--- src/rtl/uart_pkg.sv ---
// Shared UART constants and the receiver state type; also used by the parser and TX side.
package uart_pkg;

    typedef enum logic [2:0] {
        IDLE      = 3'd0,
        START     = 3'd1,
        DATA      = 3'd2,
        STOP      = 3'd3,
        WAIT_HIGH = 3'd4
    } uart_state_e;

    localparam int CLK_FREQ     = 50_000_000;
    localparam int BAUD         = 9600;
    localparam int CLKS_PER_BIT = CLK_FREQ / BAUD;

    // Must not collide with any parser command or argument code.
    localparam logic [7:0] IDLE_BYTE = 8'h5A;

endpackage

--- src/rtl/uart_rx_byte_sync_2ff.sv ---
// Two-flop synchroniser for one asynchronous bit; 2 cycles latency, no backpressure.
module sync_2ff #(
    parameter logic RST_VAL = 1'b1
) (
    input  logic clk,
    input  logic reset,
    input  logic d_i,
    output logic q_o
);

    logic meta_q;
    logic sync_q;

    always_ff @(posedge clk) begin
        if (reset) begin
            meta_q <= RST_VAL;
            sync_q <= RST_VAL;
        end else begin
            meta_q <= d_i;
            sync_q <= meta_q;
        end
    end

    assign q_o = sync_q;

endmodule

--- src/rtl/uart_rx_byte.sv ---
// 8N1 UART receiver: one-cycle byte strobe (IDLE_BYTE otherwise) landing E0+H+1+9*CLKS_PER_BIT.
// No backpressure: the consumer must take each byte in its strobe cycle.
module uart_rx_byte #(
    parameter int         CLKS_PER_BIT = uart_pkg::CLKS_PER_BIT,
    parameter logic [7:0] IDLE_BYTE    = uart_pkg::IDLE_BYTE
) (
    input  logic       clk,
    input  logic       reset,
    input  logic       rx,
    output logic [7:0] data,
    output logic       data_valid,
    output logic [7:0] last_byte,
    output logic       frame_err,
    output logic       busy
);

    import uart_pkg::*;

    localparam int CW = $clog2(CLKS_PER_BIT);
    localparam int H  = (CLKS_PER_BIT - 1) / 2;

    logic              rx_s;
    uart_state_e       state_q, state_d;
    logic [CW-1:0]     cnt_q, cnt_d;
    logic [2:0]        bit_q, bit_d;
    logic [7:0]        shift_q, shift_d;
    logic [7:0]        data_q, data_d;
    logic              valid_q, valid_d;
    logic [7:0]        last_q, last_d;
    logic              ferr_q, ferr_d;

    sync_2ff #(.RST_VAL(1'b1)) u_sync (
        .clk   (clk),
        .reset (reset),
        .d_i   (rx),
        .q_o   (rx_s)
    );

    always_ff @(posedge clk) begin
        if (reset) begin
            state_q <= IDLE;
            cnt_q   <= '0;
            bit_q   <= '0;
            shift_q <= '0;
            data_q  <= IDLE_BYTE;
            valid_q <= 1'b0;
            last_q  <= 8'h00;
            ferr_q  <= 1'b0;
        end else begin
            state_q <= state_d;
            cnt_q   <= cnt_d;
            bit_q   <= bit_d;
            shift_q <= shift_d;
            data_q  <= data_d;
            valid_q <= valid_d;
            last_q  <= last_d;
            ferr_q  <= ferr_d;
        end
    end

    always_comb begin
        state_d = state_q;
        cnt_d   = cnt_q + 1'b1;
        bit_d   = bit_q;
        shift_d = shift_q;
        data_d  = IDLE_BYTE;
        valid_d = 1'b0;
        last_d  = last_q;
        ferr_d  = 1'b0;

        case (state_q)
            IDLE: begin
                cnt_d = '0;
                if (!rx_s) state_d = START;
            end
            START: begin
                if (cnt_q == CW'(H)) begin
                    cnt_d = '0;
                    // A start bit that is gone by mid-bit is treated as a glitch.
                    if (rx_s) begin
                        state_d = IDLE;
                    end else begin
                        state_d = DATA;
                        bit_d   = 3'd0;
                    end
                end
            end
            DATA: begin
                if (cnt_q == CW'(CLKS_PER_BIT - 1)) begin
                    cnt_d   = '0;
                    shift_d = {rx_s, shift_q[7:1]};
                    if (bit_q == 3'd7) state_d = STOP;
                    else               bit_d   = bit_q + 3'd1;
                end
            end
            STOP: begin
                if (cnt_q == CW'(CLKS_PER_BIT - 1)) begin
                    cnt_d = '0;
                    if (rx_s) begin
                        data_d  = shift_q;
                        valid_d = 1'b1;
                        last_d  = shift_q;
                        state_d = IDLE;
                    end else begin
                        ferr_d  = 1'b1;
                        state_d = WAIT_HIGH;
                    end
                end
            end
            WAIT_HIGH: begin
                // Hold off until the line recovers so a break is not seen as a start bit.
                cnt_d = '0;
                if (rx_s) state_d = IDLE;
            end
            default: begin
                cnt_d   = '0;
                state_d = IDLE;
            end
        endcase
    end

    assign data       = data_q;
    assign data_valid = valid_q;
    assign last_byte  = last_q;
    assign frame_err  = ferr_q;
    assign busy       = (state_q != IDLE);

endmodule

--- config.mk ---
export PLATFORM = sky130hd
export DESIGN_NAME = uart_rx_byte
export DESIGN_NICKNAME = d
export VERILOG_FILES = /design/src/rtl/uart_pkg.sv /design/src/rtl/uart_rx_byte_sync_2ff.sv /design/src/rtl/uart_rx_byte.sv
export SDC_FILE = /design/constraint.sdc
export NUM_CORES = 1
export LEC_CHECK = 0
export ABC_AREA = 1
export CAP_MARGIN = 20
export CORE_AREA = 2 2 80 63
export DETAILED_ROUTE_END_ITERATION = 8
export DIE_AREA = 0 0 82 65
export HOLD_SLACK_MARGIN = 0.06
export PLACE_DENSITY_LB_ADDON = 0.05
export SLEW_MARGIN = 20
export SYNTH_ARGS = -nofsm -noshare
export SYNTH_HDL_FRONTEND = slang
export SYNTH_SLANG_ARGS = --single-unit
--- constraint.sdc ---
create_clock -name clk -period 2 [get_ports clk]
set_input_delay 0.3 -clock clk [delete_from_list [all_inputs] [get_ports clk]]
set_output_delay 0.3 -clock clk [all_outputs]
set_load 0.05 [all_outputs]
# [Word level (Yosys, flattened, before mapping)]
# Cells that the tools add are included.
[word_totals] ff_bits=47 latchBits=0 ramBits=0 rom_bits=0 inputBits=3 word_cells=59 mem_count=0
[op_classes] addsub=2 multipliers=0 div_mod_pow=0 n_lt_le_gt_ge=0 eq_ne=15 shifts=0 mux=19 bitwise_logic=3 n_reduce_logical=10
[ops] cell="$mux 3" count=11
[ops] cell="$mux 13" count=2
[ops] cell="$pmux 13 s2" count=1
[ops] cell="$pmux 3 s5" count=1
[ops] cell="$ne 2x2->1 const B" count=7
[ops] cell="$add 13x1->13 const B" count=1
[ops] cell="$eq 13x12->1 const B" count=1
[ops] cell="$eq 13x13->1 const B" count=1
[ops] cell="$eq 3x2->1 const B" count=2
[ops] cell="$eq 3x3->1 const B" count=2
[ops] cell="$pmux 3 s2" count=1
[ops] cell="$reduce_and 6->1" count=1
[ops] cell="$reduce_and 5->1" count=1
[ops] cell="$reduce_or 4->1" count=1
[ops] cell="$add 3x1->3 const B" count=1
[ops] cell="$eq 3x1->1 const B" count=1
[ops] cell="$logic_not 3->1" count=1
[ops] cell="$not 1->1" count=3
[ops] cell="$reduce_and 3->1" count=1
[ops] cell="$reduce_bool 3->1" count=1
[ops] cell="$reduce_or 3->1" count=1
[ops] cell="$mux 1" count=2
[ops] cell="$mux 2" count=1
[ops] cell="$ne 2x1->1 const B" count=1
[ops] cell="3 further kinds" count=3

# [Logic depth before layout (Yosys ltp)]
# Gate-level depths: netlist of run 1.
[logic_depth] ltp_word=4 depth_mapped=10 ltp_nobuf=10

# [Modules after synthesis]
# Synthesis of run 1 repeated with hierarchy kept, for this count alone.
[hier_totals] cells_unflattened=256 hier_area_um2=1976.9
[by_module_without_submodules] module="uart_rx_byte" instances=1 cells_each=249 area_each_um2=1918.1 seq_area_each_um2=900.9
[by_module_without_submodules] module="sync_2ff" instances=1 cells_each=7 area_each_um2=58.8 seq_area_each_um2=40.0

# [Worst setup path before layout of run 1]
# OpenSTA, ideal clock, no wires.
[synth_path] kind="flip-flop to flip-flop" start="reg cnt_q[0]" end="reg cnt_q[0]" setup_time_ns=0.116 t_arrival_ns=1.382 required_time_ns=1.884 setup_slack_ns=0.502 stages_incl_launch_ff=10 n_path_buf=1 cell_sequence="dfxtp_1 -> ha_1 -> nand2_2 -> nor2_4 -> nand3_4 -> nand2_1 -> nand2_1 -> o211ai_2 -> buf_2 -> nor2_1"
[synth_between] elab_chain_len=3 elab_cells_between_ends=6
[synth_rtl] item="start, declared" line_no="uart_rx_byte.sv:24" rtl="logic [CW-1:0] cnt_q, cnt_d;"
[synth_rtl] item="start signal, assigned" line_no="uart_rx_byte.sv:51" rtl="cnt_q <= cnt_d;"
[synth_rtl] item="$add 13x1->13, or another cell as far along" line_no="uart_rx_byte.sv:63" rtl="cnt_d = cnt_q + 1'b1;"
[synth_rtl] item="$mux 13, on equally long branches" line_no="uart_rx_byte.sv:89, uart_rx_byte.sv:97, uart_rx_byte.sv:77"
[synth_rtl] item="$pmux 13 s2 (*)" line_no="uart_rx_byte.sv:71" rtl="case (state_q)"
# Mark *: on every way between the ends. The rest lies on a longest branch, timed or not.
# A chain may end at the register's enable or synchronous reset.

# [Worst setup path in the final report of run 1]
[layout_path] start="reg last_q[5] (netlist: last_byte[5])" end="out last_byte[5]"
[layout_lines] item="start, declared" line_no="uart_rx_byte.sv:29" rtl="logic [7:0] last_q, last_d;"
[layout_lines] item="start signal, assigned" line_no="uart_rx_byte.sv:56" rtl="last_q <= last_d;"
[layout_lines] item="end, declared" line_no="uart_rx_byte.sv:12" rtl="output logic [7:0] last_byte,"
# No word-level cell between the ends.

==> out/summary.txt, run 1 <==
Mapped Area = 0.00196 mm^2
wire per inst = 10.6 um
RSZ-0062 raised after global routing = no
Buffers & Inverters on Critical Path = 1
Max VDD drop = 0.806 mV
Hold Path Class = register to register
Core ar. = 0.00462 mm^2
Nets = 273
worst-skew pair later-pin latency = 0.29 ns
diode count = 0
critical path cell sequence = clkdlybuf4s50_1
period utilization = 86.4%
DRC Markers = 0
register area share after synthesis = 48.0%
wire length of the first global-routing pass = 6350 um
Setup Skew = 0.00523 ns
pwr dens = 895 mW/mm^2
Setup TNS = 0 ns
Post-CTS Setup Bufs = 0
Synth top area share = 48.0%
total power = 0.00210 W
DR pass1 iterations = 5
HPWL Detailed = 2590 um
CP top delay family = buffers and inverters
antenna viol nets, final = 0
max_cap viols = 0
Final Hold Fails = 0
row cnt = 22
worst slew pin tran = 0.600 ns
syn_nets = 246
Layout Cells excl Fill = 328
die height = 65 um
Ports = 22
CP Launch Type = register
largest net degree at the start of global routing = 20
fin crit period = 1.73 ns
Max stage delay on crit path = 0.80 ns
Area contributors post-synth = dfxtp_1 48%, nand2_1 8.4%, nor2_1 5.6%, inv_1 5.2%, o22ai_2 3.8%
final core occ = 50.6%
gr ovfl total = 0
Yosys reg bits = 47
Max-slew headroom = 59.9%
leakage = 0.887 nW
Max H-tree Level = 2
CTS tree = built
Vias/cell = 4.54
vias in the first global route = 1,367
final setup fails = 0
die span in x = 82 um
routability cong. = 0.770
slowest CP cell = clkdlybuf4s50_1
Avg Cell Area, Syn = 8.16 um^2
Crit. End Element = output pin
Slew Viols, Final = 0
fraction of layout cells with a size suffix above 1 = 16.0%
critical path arrival = 1.43 ns
critical path class = register to output pin
warnings from Yosys = 0
DRT iter0 DRCs = 91
top cell type by total area after synthesis = dfxtp_1
number of buffers created by CTS = 5
Clock Path Buffers = 2
status = completed
Die ar. = 0.00533 mm^2
count of filler cells inserted in the layout = 478
clk sinks = 47
IO Port Bufs = 21
Data required, critical path = 1.70 ns
Detailed Route WL = 3490 um
cts hold-fix bufs = 0
clock transition at the registers of the reported paths = 0.08 ns
Total Routing Usage GR = 15.5%
Yosys cell types = 28
Mapped Cells = 240
post-placement cell count = 320
Area Overhead vs Synth = 19.5%
detailed-route via count = 1,488
initial antenna violation count = 0
clk root buf = clkbuf_8
Crit Path Max Fanout = 2
Initial Utilization = 42.4%
fmax = 578 MHz
through the flow:
stage          hold slack, ns  setup WS [ns]  cell area (um^2)
6_report                0.413          0.271              2340
5_1_grt                 0.453          0.102              2340
4_1_cts                 0.416         0.0609              2340
3_5_place_dp            0.396          0.315              2240
3_3_place_gp            0.391          0.333              2240
2_1_floorplan           0.369          0.502              1960
Yosys cell counts (all sizes together):
cell type / count
a21oi: 12
buf: 3
clkbuf: 1
dfxtp: 47
ha: 3
inv: 36
nand2: 45
nand3: 12
nand4: 3
nor2: 39
nor3: 6
nor4: 1
o211ai: 1
o21ai: 12
o22ai: 8
or2: 2
xnor2: 2
xor2: 7
logic make-up after synthesis:
kind of cell | synth area share (%)
buf+inv | 8.49
flops | 48.0
xor+xnor | 4.02
compound gates | 11.8
simple gates | 25.7
fa+ha+maj | 1.92
routing by layer:
layer	global-route usage, %	wire length (um)
met1	23.4	1910
met2	21.4	1420
met3	3.76	118
met4	5.00	39
met5	0	0
report_power, final:
group,total (W),switching (W),internal (W)
sequential,0.000998,0.0000291,0.000969
clock,0.000622,0.000307,0.000314
combinational,0.000476,0.000330,0.000146
worst paths after layout:
| check | from | end | slack, ns | cells past startpoint |
|---|---|---|---|---|
| worst min-delay path | u_sync.meta_q | u_sync.q_o | 0.41 | 1 |
| worst min register to register | u_sync.meta_q | u_sync.q_o | 0.41 | 1 |
| worst max-delay path | last_byte[5] | last_byte[5] | 0.27 | 1 |
| worst max register to register | cnt_q[0] | bit_q[0] | 0.33 | 9 |
area by class of cell:
class / count / area (um^2) / share of cell area (%)
repair buffers: 24 / 235 / 10.0
inverters: 36 / 135 / 5.77
clock buffers: 7 / 96.3 / 4.11
clock inverters: 1 / 7.51 / 0.321
multi-input cells: 153 / 852 / 36.4
well taps: 60 / 75.1 / 3.21
flip-flops and latches: 47 / 941 / 40.2
repair_timing:
item / in CTS / in global routing
gates resized for setup: 0 / 1
setup endpoints to repair: 0 / 1
hold endpoints to repair: 0 / 0
layout by cell type, fill, tap and decap left out, types with 2 or more instances in the layout:
| master | synthesis | layout |
|---|---|---|
| ha_1 | 3 | 3 |
| o21ai_0 | 10 | 10 |
| nor2_2 | 8 | 8 |
| inv_2 | 9 | 9 |
| or2_2 | 2 | 2 |
| xnor2_1 | 2 | 2 |
| nand4_1 | 3 | 3 |
| nor3_1 | 5 | 5 |
| nor2_1 | 29 | 29 |
| nand2_1 | 44 | 44 |
| inv_1 | 27 | 27 |
| o22ai_1 | 2 | 2 |
| nand3_1 | 11 | 11 |
| clkbuf_8 | 0 | 7 |
| clkdlybuf4s50_1 | 0 | 20 |
| xor2_1 | 7 | 7 |
| o22ai_2 | 6 | 6 |
| nor2_4 | 2 | 2 |
| dfxtp_1 | 47 | 47 |
| buf_4 | 0 | 3 |
| a21oi_1 | 12 | 12 |
state kept, by name (all words and copies together), names as in the netlist:
register	count
u_sync.q_o	1
shift_q	8
data	8
cnt_q	13
last_byte	8
frame_err	1
bit_q	3
u_sync.meta_q	1
data_valid	1
state_q	3
(Power assumes the default switching activity.)
==> run 2: changes to the inputs <==
==> constraint.sdc (replaced) <==
create_clock -name clk -period 2 [get_ports clk]
set_input_delay 0.3 -clock clk [delete_from_list [all_inputs] [get_ports clk]]
set_output_delay 0.3 -clock clk [all_outputs]
set_load 0.02 [all_outputs]
==> run 2 against run 1 <==
  * Non-clock buffer count is the same
  * Fmax shrank 0.89%
  * Die area is the same
  * Flip-flop and latch count is the same
  * Combinational power shrank 7.1%
  * Final cell count is the same
==> out/summary.txt, run 2 (synthesized netlist as in run 1, its figures left out) <==
status = completed
Data required, critical path = 1.70 ns (about the same)
Core ar. = 0.00462 mm^2 (unchanged)
switching power = 0.000646 W (-3.0%)
number of buffers created by CTS = 5 (unchanged)
total power = 0.00214 W (+1.9%)
Pint = 0.00149 W (+4.2%)
vias in the first global route = 1,315 (-3.8%)
Biggest register = cnt_q
Hold Path End = u_sync.q_o
clk root buf = clkbuf_8
Setup TNS = 0 ns (unchanged)
Clock Path Buffers = 2 (unchanged)
Crit. End Element = output pin
post-placement cell count = 320 (unchanged)
Initial Utilization = 42.4% (unchanged)
sequential share of power = 46.7% (-0.9 points)
most frequent cells in the layout = 47 x dfxtp_1, 44 x nand2_1, 29 x nor2_1
clock share of power = 32.7% (+3.0 points)
PostCTS Resize Cnt = 0 (unchanged)
critical path cell sequence = inv_2 > nand2_1 > clkdlybuf4s50_1
wire per inst = 10.6 um (-0.54%)
fmax = 573 MHz (-0.89%)
Max VDD drop = 0.923 mV (+14%)
Nets = 273 (unchanged)
leakage = 0.884 nW (-0.34%)
Final Hold Fails = 0 (unchanged)
pwr dens = 910 mW/mm^2 (+1.7%)
hold path start = u_sync.meta_q
Slew Viols, Final = 0 (unchanged)
detailed-route via count = 1,484 (-0.27%)
slowest CP cell = clkdlybuf4s50_1
final core occ = 50.8% (+0.14 points)
antenna viol nets, final = 0 (unchanged)
HPWL Detailed = 2550 um (-1.7%)
CTS tree = built
Total Routing Usage GR = 15.0% (-0.50 points)
diode count = 0 (unchanged)
fraction of layout cells with a size suffix above 1 = 16.0% (unchanged)
max_cap viols = 0 (unchanged)
Max H-tree Level = 2 (unchanged)
DR pass1 iterations = 4 (-1)
Max stage delay on crit path = 0.60 ns (-0.20 ns)
routability cong. = 0.818 (+6.2%)
clock transition at the registers of the reported paths = 0.08 ns (about the same)
worst slew pin tran = 0.587 ns (-0.0128 ns)
RR Startpoint = cnt_q[0]
max reg flops = 13 (unchanged)
CP Launch Type = register
Crit Path Max Fanout = 6 (+4)
IO Port Bufs = 21 (unchanged)
setup slack, reg-to-reg = 0.34 ns (about the same)
largest net degree at the start of global routing = 20 (unchanged)
clk sinks = 47 (unchanged)
worst-skew pair later-pin latency = 0.30 ns (about the same)
Ports = 22 (unchanged)
Detailed Route WL = 3470 um (-0.54%)
critical path arrival = 1.44 ns (about the same)
Layout Cells excl Fill = 328 (unchanged)
final setup fails = 0 (unchanged)
Die ar. = 0.00533 mm^2 (unchanged)
commonest non-fill, non-tap cell in the layout = dfxtp_1
DRT iter0 DRCs = 66 (-27%)
Setup Skew = 0.00646 ns (+0.00123 ns)
period utilization = 87.2% (+0.77 points)
cell depth of the worst hold path = 1 (unchanged)
Hold Path Class = register to register
wire length of the first global-routing pass = 6130 um (-3.5%)
die height = 65 um (unchanged)
cts hold-fix bufs = 0 (unchanged)
DRC Markers = 0 (unchanged)
combinational power share = 20.7% (-2.0 points)
row cnt = 22 (unchanged)
Max-slew headroom = 60.7% (+0.85 points)
FF-to-FF path depth = 7 (-2)
R2R Path End = shift_q[3]
fin crit period = 1.74 ns (+0.0154 ns)
die span in x = 82 um (unchanged)
RSZ-0062 raised after global routing = no
initial antenna violation count = 0 (unchanged)
switch share = 30.2% (-1.5 points)
critical path class = register to output pin
Area Overhead vs Synth = 19.9%
Vias/cell = 4.52 (-0.27%)
Post-CTS Setup Bufs = 0 (unchanged)
gr ovfl total = 0 (unchanged)
-- run 2: cell types whose count changed in the layout (fill, tap and decap cells not counted), sizes merged --
| cell | previous run | this run |
|---|---|---|
| clkbuf | 7 | 5 |
| clkinv | 0 | 2 |
| bufinv | 0 | 1 |
| clkdlybuf4s50 | 20 | 21 |
| clkinvlp | 1 | 0 |
| dlymetal6s2s | 1 | 0 |
-- run 2: layout make-up --
| type | count | area [um^2] |
|---|---|---|
| fill | 444 | 2280 |
| sequential | 47 | 941 |
| multi-input combinational | 153 | 852 |
| timing repair buffer | 24 | 233 |
| inverter | 36 | 135 |
| tap | 60 | 75.1 |
| clock buffer | 5 | 68.8 |
| clock inverter | 3 | 43.8 |
-- run 2: stage by stage --
stage          area (um^2)  hold slack, ns  setup slack [ns]
2_1_floorplan         1960           0.369             0.502
6_report              2350           0.413             0.256
5_1_grt               2350           0.453             0.123
3_3_place_gp          2240           0.392             0.385
4_1_cts               2350           0.415             0.255
3_5_place_dp          2240           0.393             0.348
-- run 2: power groups by stage --
| stage | logic (W) | clock network [W] | registers, W |
|---|---|---|---|
| 6_report | 0.000442 | 0.000698 | 0.000997 |
| 5_1_grt | 0.000503 | 0.000756 | 0.00100 |
| 4_1_cts | 0.000441 | 0.000721 | 0.000997 |
| 3_5_place_dp | 0.000437 | 0 | 0.00102 |
| 3_3_place_gp | 0.000449 | 0 | 0.00102 |
| 2_1_floorplan | 0.000333 | 0 | 0.00102 |
-- run 2: worst max path at each step --
| stage | start | cells past startpoint | to | slack (ns) |
|---|---|---|---|---|
| after floorplan | cnt_q[0] | 9 | cnt_q[0] | 0.50 |
| after global placement | cnt_q[0] | 9 | bit_q[0] | 0.38 |
| after detailed placement | cnt_q[0] | 9 | bit_q[0] | 0.35 |
| after CTS | state_q[2] | 3 | busy | 0.25 |
| after global routing | cnt_q[0] | 9 | bit_q[0] | 0.12 |
| final | state_q[2] | 3 | busy | 0.26 |
-- run 2: worst max-delay path: cells and delay by family (launching register included) --
kind	cells	cell delay [ns]
buffers and inverters	2	0.68
DFF	1	0.39
and+or+nand+nor	1	0.08
-- run 2: routing by layer --
layer	global-route usage, %	vias up	wire (um)	part of all wire (%)
met3	3.76	5	104	3.0
met1	22.5	647	1940	56
li1	-	814	-	-
met2	20.1	18	1380	40
met4	6.25	0	52	1.5
met5	0	-	0	0
==> run 3: changes to the inputs <==
--- a/config.mk
+++ b/config.mk
@@ -7,11 +7,14 @@
 export LEC_CHECK = 0
 export ABC_AREA = 1
 export CAP_MARGIN = 20
-export CORE_AREA = 2 2 80 63
+export CELL_PAD_IN_SITES_DETAIL_PLACEMENT = 1
+export CELL_PAD_IN_SITES_GLOBAL_PLACEMENT = 1
+export CORE_AREA = 2 2 81 63
 export DETAILED_ROUTE_END_ITERATION = 8
-export DIE_AREA = 0 0 82 65
+export DIE_AREA = 0 0 83 65
 export HOLD_SLACK_MARGIN = 0.06
 export PLACE_DENSITY_LB_ADDON = 0.05
+export SETUP_SLACK_MARGIN = 0.5
 export SLEW_MARGIN = 20
 export SYNTH_ARGS = -nofsm -noshare
 export SYNTH_HDL_FRONTEND = slang
==> constraint.sdc (replaced) <==
create_clock -name clk -period 2.06 [get_ports clk]
set_input_delay 0.309 -clock clk [delete_from_list [all_inputs] [get_ports clk]]
set_output_delay 0.309 -clock clk [all_outputs]
set_load 0.02 [all_outputs]
==> run 3 against run 2 <==
  * Final cell count increased by 2.1%
  * Routed wire length is 33% higher
  * Core utilization rose by 2.3 points
  * Combinational power up 27%
  * Sequential power shrank 2%
  * Hold slack improved by 0.019 ns
==> out/summary.txt, run 3 (synthesized netlist as in run 1, its figures left out) <==
status = completed
Ports = 22 (unchanged)
Finished Cell Area = 0.00250 mm^2 (+6.4%)
Final Hold Fails = 0 (unchanged)
CP Launch Type = register
max reg flops = 13 (unchanged)
IO Port Bufs = 21 (unchanged)
CTS tree = built
Area Overhead vs Synth = 27.6%
register area = 947 um^2 (+0.66%)
Pint = 0.00141 W (-5.6%)
largest net degree at the start of global routing = 20 (unchanged)
Max-slew headroom = 75.1% (+14 points)
cell depth of the worst hold path = 1 (unchanged)
DR WL met3 = 206 um (+98%)
critical path cell sequence = clkdlybuf4s50_1
final setup fails = 0 (unchanged)
Vias/cell = 4.88 (+7.8%)
Clock Path Buffers = 2 (unchanged)
FF-to-FF path depth = 8 (+1)
Core ar. = 0.00471 mm^2 (+1.8%)
critical path arrival = 1.20 ns (-0.24 ns)
commonest non-fill, non-tap cell in the layout = dfxtp_1
setup slack, reg-to-reg = 0.55 ns (+0.21 ns)
fmax = 661 MHz
Crit Path Max Fanout = 1 (-5)
row cnt = 22 (unchanged)
cts hold-fix bufs = 0 (unchanged)
routability cong. = 0.731 (-11%)
wire length of the first global-routing pass = 7460 um (+22%)
multi-input logic area = 930 um^2 (+9.1%)
CP Depth = 1 (-2)
slowest CP cell = clkdlybuf4s50_1
Data required, critical path = 1.75 ns (+0.05 ns)
Detailed Route WL = 4610 um (+33%)
Buffers & Inverters on Critical Path = 1 (-1)
initial antenna violation count = 0 (unchanged)
top layer in use = met4
diode count = 0 (unchanged)
switch share = 33.8% (+3.6 points)
period utilization = 73.4%
Setup Skew = 0.0101 ns (+0.00367 ns)
worst-skew pair later-pin latency = 0.30 ns (about the same)
die height = 65 um (unchanged)
count of filler cells inserted in the layout = 570 (+28%)
Die ar. = 0.00540 mm^2 (+1.2%)
Total Routing Usage GR = 17.6% (+2.6 points)
Hold Path Class = register to register
DRT iter0 DRCs = 76 (+15%)
clock share of power = 27.4% (-5.3 points)
Crit. End Element = output pin
RSZ-0062 raised after global routing = yes
WL met2 = 1950 um (+41%)
Initial Utilization = 41.6% (-0.74 points)
DRC Markers = 0 (unchanged)
wire per inst = 13.7 um (+30%)
clk sinks = 47 (unchanged)
pwr dens = 850 mW/mm^2 (-6.6%)
Setup TNS = 0 ns (unchanged)
critical path class = register to output pin
clock transition at the registers of the reported paths = 0.08 ns (about the same)
clk root buf = clkbuf_8
M1 WL = 2390 um (+23%)
sequential share of power = 46.2% (-0.5 points)
max_cap viols = 0 (unchanged)
combinational power share = 26.4% (+5.7 points)
detailed-route via count = 1,634 (+10%)
CP top delay family = buffers and inverters
Max H-tree Level = 2 (unchanged)
fin crit period = 1.51 ns
HPWL Detailed = 3010 um (+18%)
number of buffers created by CTS = 5 (unchanged)
Biggest register = cnt_q
antenna viol nets, final = 0 (unchanged)
Max VDD drop = 0.497 mV (-46%)
switching power = 0.000718 W (+11%)
worst slew pin tran = 0.373 ns (-0.214 ns)
vias in the first global route = 1,548 (+18%)
leakage = 1.09 nW (+23%)
fraction of layout cells with a size suffix above 1 = 22.5% (+6.5 points)
most frequent cells in the layout = 44 x dfxtp_1, 41 x nand2_1, 26 x inv_1, 26 x nor2_1, 11 x a21oi_1
Nets = 280 (+2.6%)
Max stage delay on crit path = 0.59 ns (about the same)
Slew Viols, Final = 0 (unchanged)
WHS = 0.432 ns (+0.0189 ns)
total placed instance area = 0.00224 mm^2 (unchanged)
die span in x = 83 um (+1.2%)
gr ovfl total = 0 (unchanged)
DR pass1 iterations = 4 (unchanged)
[run 3: final timing paths]
| path | start | endpoint |
|---|---|---|
| worst min register to register | u_sync.meta_q | u_sync.q_o |
| worst min-delay path | u_sync.meta_q | u_sync.q_o |
| worst max-delay path | data[4] | data[4] |
| worst max register to register | cnt_q[0] | cnt_q[10] |
[run 3: power by group through the flow]
stage	logic, W	registers, W	clock network (W)
6_report	0.000560	0.000982	0.000583
3_3_place_gp	0.000433	0.000994	0
5_1_grt	0.000626	0.000987	0.000639
4_1_cts	0.000501	0.000972	0.000609
3_5_place_dp	0.000439	0.000992	0
2_1_floorplan	0.000323	0.000986	0
[run 3: layer usage]
layer,global-route usage [%],vias up
met5,0,-
met4,6.76,0
met3,4.46,8
met2,25.2,24
met1,25.3,770
li1,-,832
[run 3: area by class of cell]
type                            count  area share [%]
Inverter                           36            5.51
Clock inverter                      1           0.350
Multi-Input combinational cell    154            37.2
Sequential cell                    47            37.9
Tap cell                           60            3.00
Timing Repair Buffer               30            12.6
Clock buffer                        7            3.45
[run 3: stage by stage]
stage               utilization, %  setup slack [ns]  power, W  cells
floorplan                        -             0.562   0.00131    240
global placement              47.5             0.452   0.00143    320
detailed placement            47.5             0.408   0.00143    320
CTS                           51.0             0.473   0.00208    331
global route                  53.1             0.426   0.00225    335
finish                        53.1             0.548   0.00213    335
[run 3: timing repair]
item,CTS,global route
setup buffers,2,4
pin swaps,3,6
hold endpoints to repair,0,0
cloned,1,0
gates resized for setup,13,23
setup endpoints to repair,41,44
